<file path="config.mk">
export PLATFORM = sky130hd
export DESIGN_NAME = fetch_redirect
export DESIGN_NICKNAME = d
export VERILOG_FILES = /design/src/rtl/p6_defs.sv /design/src/rtl/fetch_redirect_npc_calc.sv /design/src/rtl/fetch_redirect.sv
export SDC_FILE = /design/constraint.sdc
export NUM_CORES = 1
export LEC_CHECK = 0
export CAP_MARGIN = 10
export CORE_UTILIZATION = 45
export DETAILED_ROUTE_END_ITERATION = 6
export PLACE_DENSITY = 0.78
export SYNTH_ARGS = -nofsm -noshare
export SYNTH_HDL_FRONTEND = slang
export SYNTH_SLANG_ARGS = --single-unit
</file>
<file path="constraint.sdc">
create_clock -name clk -period 3.7 [get_ports clk]
set_input_delay 0.555 -clock clk [delete_from_list [all_inputs] [get_ports clk]]
set_output_delay 0.555 -clock clk [all_outputs]
set_load 0.01 [all_outputs]
</file>
<file path="src/rtl/p6_defs.sv">
// Shared P6 pipeline definitions: reset vector, branch/jump opcode encodings, nop word.
// Imported by the fetch/redirect logic and by the ID decoder.
package p6_defs;

    localparam int          BR_OP_W  = 4;
    localparam logic [31:0] RESET_PC = 32'h0000_3000;
    localparam logic [31:0] NOP      = 32'h0000_0000;

    // Codes 11-15 are reserved and decode as BR_NONE.
    typedef enum logic [BR_OP_W-1:0] {
        BR_NONE = 4'd0,
        BR_BEQ  = 4'd1,
        BR_BNE  = 4'd2,
        BR_BLEZ = 4'd3,
        BR_BGTZ = 4'd4,
        BR_BLTZ = 4'd5,
        BR_BGEZ = 4'd6,
        BR_J    = 4'd7,
        BR_JAL  = 4'd8,
        BR_JR   = 4'd9,
        BR_JALR = 4'd10
    } br_op_e;

endpackage

</file>
<file path="src/rtl/fetch_redirect_npc_calc.sv">
// Combinational ID-stage control-transfer resolution: taken decision and redirect target.
// Caller is responsible for qualifying taken_o with the IF/ID valid bit.
module npc_calc
    import p6_defs::*;
(
    input  logic [31:0]        pc_d_i,
    input  logic [25:0]        instr_idx_i,
    input  logic [BR_OP_W-1:0] br_op_d_i,
    input  logic               larger_i,
    input  logic               equal_i,
    input  logic               smaller_i,
    input  logic [31:0]        rs_val_d_i,
    output logic               taken_o,
    output logic [31:0]        target_o
);

    logic [31:0] pc4;
    logic [31:0] br_target;
    logic [31:0] j_target;

    assign pc4       = pc_d_i + 32'd4;
    assign br_target = pc4 + {{14{instr_idx_i[15]}}, instr_idx_i[15:0], 2'b00};
    assign j_target  = {pc4[31:28], instr_idx_i, 2'b00};

    always_comb begin
        taken_o  = 1'b0;
        target_o = br_target;
        case (br_op_d_i)
            BR_BEQ:  taken_o = equal_i;
            BR_BNE:  taken_o = !equal_i;
            BR_BLEZ: taken_o = smaller_i | equal_i;
            BR_BGTZ: taken_o = larger_i;
            BR_BLTZ: taken_o = smaller_i;
            BR_BGEZ: taken_o = larger_i | equal_i;
            BR_J, BR_JAL: begin
                taken_o  = 1'b1;
                target_o = j_target;
            end
            BR_JR, BR_JALR: begin
                taken_o  = 1'b1;
                target_o = rs_val_d_i;
            end
            default: taken_o = 1'b0;
        endcase
    end

endmodule

</file>
<file path="src/rtl/fetch_redirect.sv">
// Fetch PC register and IF/ID pipeline register with ID-stage redirect (one delay slot, no flush).
// Stall freezes both stages; a taken decision under stall is simply re-evaluated next cycle.
module fetch_redirect
    import p6_defs::*;
#(
    parameter logic [31:0] RESET_PC = p6_defs::RESET_PC
) (
    input  logic               clk,
    input  logic               reset,
    input  logic               stall,
    input  logic [31:0]        instr_f,
    input  logic [BR_OP_W-1:0] br_op_d,
    input  logic               larger,
    input  logic               equal,
    input  logic               smaller,
    input  logic [31:0]        rs_val_d,
    output logic [31:0]        pc_f,
    output logic [31:0]        instr_d,
    output logic [31:0]        pc_d,
    output logic [31:0]        pc8_d,
    output logic               valid_d,
    output logic               taken_d
);

    logic [31:0] pc_f_q,    pc_f_d;
    logic [31:0] pc_d_q,    pc_d_d;
    logic [31:0] instr_d_q, instr_d_d;
    logic        valid_d_q, valid_d_d;

    logic        taken_raw;
    logic [31:0] target;

    npc_calc u_npc_calc (
        .pc_d_i      (pc_d_q),
        .instr_idx_i (instr_d_q[25:0]),
        .br_op_d_i   (br_op_d),
        .larger_i    (larger),
        .equal_i     (equal),
        .smaller_i   (smaller),
        .rs_val_d_i  (rs_val_d),
        .taken_o     (taken_raw),
        .target_o    (target)
    );

    // The reset bubble in D must never redirect, whatever the decoder presents.
    assign taken_d = valid_d_q & taken_raw;
    assign pc8_d   = pc_d_q + 32'd8;

    always_comb begin
        pc_f_d    = pc_f_q;
        pc_d_d    = pc_d_q;
        instr_d_d = instr_d_q;
        valid_d_d = valid_d_q;
        if (!stall) begin
            pc_f_d    = taken_d ? target : pc_f_q + 32'd4;
            pc_d_d    = pc_f_q;
            instr_d_d = instr_f;
            valid_d_d = 1'b1;
        end
    end

    always_ff @(posedge clk or posedge reset) begin
        if (reset) begin
            pc_f_q    <= RESET_PC;
            pc_d_q    <= RESET_PC;
            instr_d_q <= NOP;
            valid_d_q <= 1'b0;
        end else begin
            pc_f_q    <= pc_f_d;
            pc_d_q    <= pc_d_d;
            instr_d_q <= instr_d_d;
            valid_d_q <= valid_d_d;
        end
    end

    assign pc_f    = pc_f_q;
    assign pc_d    = pc_d_q;
    assign instr_d = instr_d_q;
    assign valid_d = valid_d_q;

endmodule
</file>
==> results.sh <==
export IMPL_status="finished, violations left"
export IMPL_violations="design-rule violations"
export IMPL_cpMaxStageDelayCell="dfstp_2"
export IMPL_clock_latency_ns=0.36
export IMPL_final_hold_violation_count=0
export IMPL_yosys_top_cells_area="dfrtp_1 31%, mux2_2 9.1%, xnor2_1 6.0%"
export IMPL_htreeDepth=3
export IMPL_synth_top_area_cell="dfrtp_1"
export IMPL_post_synth_num_cell_types=72
export IMPL_start_util=0.468
export IMPL_hpwl_um=20100
export IMPL_hold_buffers=0
export IMPL_drive_gt1_frac=0.171
export IMPL_r2r_setup_slack_ns=0.20
export IMPL_utilization=0.650
export IMPL_cp_max_fo=9
export IMPL_peakVddDrop_v=0.000345
export IMPL_grt_max_degree=61
export IMPL_yosysSeqAreaShare=0.323
export IMPL_maxSlewHeadroom=0.421
export IMPL_max_freq_ghz=0.286
export IMPL_drv_slew=0
export IMPL_routedWlPerCell_um=20.7
export IMPL_post_route_period_util=0.946
export IMPL_synthDominantCellAreaShare=0.309
export IMPL_numPortBuffers=203
export IMPL_instances_no_fill=1286
export IMPL_cts_tree="done"
export IMPL_min_to="instr_d[29]"
export IMPL_cpPeakStageDelay_ns=0.59
export IMPL_r2r_end="pc_f[31]"
export IMPL_drv_cap=0
export IMPL_worst_path_dominant_cell_family="simple AND/OR/NAND/NOR gates"
export IMPL_critPathLaunch="pc_d[13]"
export IMPL_synth_main_ff_cell="dfrtp_1"
export IMPL_skew_ns=0.0100
export IMPL_vias_per_cell=6.12
export IMPL_rsz0062_at_grt="yes"
export IMPL_synthCells=855
export IMPL_hold_path_depth=1
export IMPL_root_buffer="clkbuf_16"
export IMPL_ios=204
export IMPL_critical_path_buf_inv_count=0
export IMPL_async_reset_ff_frac=1.00
export IMPL_clock_sinks=97
export IMPL_path_class="flip-flop to flip-flop"
export IMPL_finalCriticalPeriod_ns=3.50
export IMPL_grt_pass1_vias=7371
export IMPL_required_ns=3.92
export IMPL_clk_pin_slew_ns=0.07
export IMPL_setup_violations_final=0
export IMPL_rows=46
export IMPL_min_path_type="flip-flop to flip-flop"
export IMPL_hp_start="instr_d[29]"
export IMPL_numCtsBuffers=9
export IMPL_final_cell_mix="202 x clkdlybuf4s50_1, 90 x dfrtp_1, 84 x nand2_1, 66 x a21oi_1, 61 x mux2_2"
export IMPL_synthesis_area_sq_um=7540
export IMPL_power_leakage_nw=4.14
export IMPL_gp_congestion=0.967
export IMPL_overflow=0
export IMPL_avgSynthCellArea_sq_um=8.81
export IMPL_yosysWarnings=0
export IMPL_endpoint_kind="flip-flop"
export IMPL_drtIter0Drc=838
export IMPL_wirelength_um=26700
export IMPL_core_sq_um=16100
export IMPL_area_delta_synth_final_pct=39.0
export IMPL_antenna_found_initial=0
export IMPL_grt_total_usage=0.304
export IMPL_nNetsFinal=1176
export IMPL_synth_seq_cells=97
export IMPL_diodes=0
export IMPL_worst_pin_slew_ns=0.868
export IMPL_cp_arrival_ns=3.72
export IMPL_fp_dieW_um=131
export IMPL_grt_pass1_wl_um=40900
export IMPL_place_inst=1264
export IMPL_syn_num_nets=966
export IMPL_die_area_sq_um=17300
export IMPL_synth_edf_count=0
export IMPL_drc=5
export IMPL_layout_commonest_cell="clkdlybuf4s50_1"
export IMPL_die_y_um=131
export IMPL_vias=7868
export IMPL_postRouteAntennaNets=0
export IMPL_critPathLaunchType="flip-flop"
export IMPL_r2r_cells=11
export IMPL_crit_chain="nand4_4 -> or4_4 -> nor3_4 -> nand3_2 -> xnor2_2 -> ha_1 -> and3_1 -> a221o_1 -> a21o_1 -> a21oi_1 -> o211ai_1"
export IMPL_power_density_nw_per_um2=789
export IMPL_firstDrtPassIters=7
export IMPL_cts_buffer_depth=2
export IMPL_timing_rr_start="pc_d[13]"
cells in the mapped netlist (all sizes together) (5+ instances only):
| cell | instances |
|---|---|
| nand3 | 41 |
| o22ai | 7 |
| o22a | 5 |
| or3 | 5 |
| a21oi | 68 |
| nor2 | 64 |
| nand2 | 85 |
| nor4 | 10 |
| xor2 | 26 |
| xnor2 | 53 |
| a211oi | 8 |
| dfrtp | 93 |
| a222oi | 8 |
| a21o | 10 |
| clkbuf | 34 |
| ha | 36 |
| a221oi | 23 |
| buf | 20 |
| and4 | 7 |
| mux2 | 61 |
| and3 | 15 |
| nand4 | 24 |
| inv | 17 |
| a31oi | 10 |
| o21ai | 40 |
| nor3 | 15 |
| and2 | 5 |
| a221o | 8 |
layer usage:
metal  track usage  wire (um)
met2         0.451      11500
met5             0          0
met1         0.426      11500
met3        0.0741       2840
met4         0.113        833
worst max-delay path by stage:
stage	to	cells after the start
finish	pc_f[31]	11
global route	pc_f[29]	16
CTS	pc_f[29]	16
detailed placement	pc_f[29]	11
global placement	pc_f[29]	11
floorplan	pc_f[29]	16
flip-flops by register name (all words and copies together), names as in the netlist:
signal and cells:
instr_d 32, pc_d 32, pc_f 32, valid_d 1
power breakdown:
part           switching (W)  internal (W)  leakage, nW  total, W
Combinational        0.00258       0.00254         2.88   0.00512
Sequential          0.000684       0.00143         1.11   0.00212
Clock               0.000437      0.000583        0.152   0.00102
Total                0.00371       0.00455         4.14   0.00826
what timing repair did:
item / CTS / global route
setup endpoints to repair: 4 / 12
gates resized for setup: 2 / 41
setup buffers: 1 / 5
pin swaps: 1 / 10
hold endpoints to repair: 0 / 0
cloned: 0 / 0
through the flow:
step	power (W)	TNS, ns	hold WS (ns)	worst slack [ns]	area, sq um
after global placement	0.00687	-0.0714	0.487	-0.0714	9950
final	0.00826	0	0.511	0.198	10500
after detailed placement	0.00693	-0.139	0.499	-0.0831	9950
after CTS	0.00799	0	0.516	0.0257	10300
after floorplan	0.00473	0	0.535	0.0416	7540
after global routing	0.00875	-0.150	0.548	-0.0606	10500
cells by family (layout without fill, tap and decap cells):
family,Yosys count,count (layout),share of synthesized area
multiplexers,62,62,0.0925
flip-flops,97,97,0.323
XOR/XNOR,79,79,0.0928
AND/OR/NAND/NOR,289,289,0.193
AO/OA/AOI/OAI,220,220,0.197
adder cells (fa/ha/maj),37,37,0.0624
buffers and inverters,71,286,0.0393
cell type report:
class | count | area, sq um
Timing Repair Buffer | 253 | 2400
Clock inverter | 3 | 46.3
Inverter | 17 | 66.3
Fill cell | 1355 | 5640
Multi-Input combinational cell | 687 | 4980
Sequential cell | 97 | 2440
Clock buffer | 13 | 270
Tap cell | 216 | 270
(Power assumes the default switching activity.)
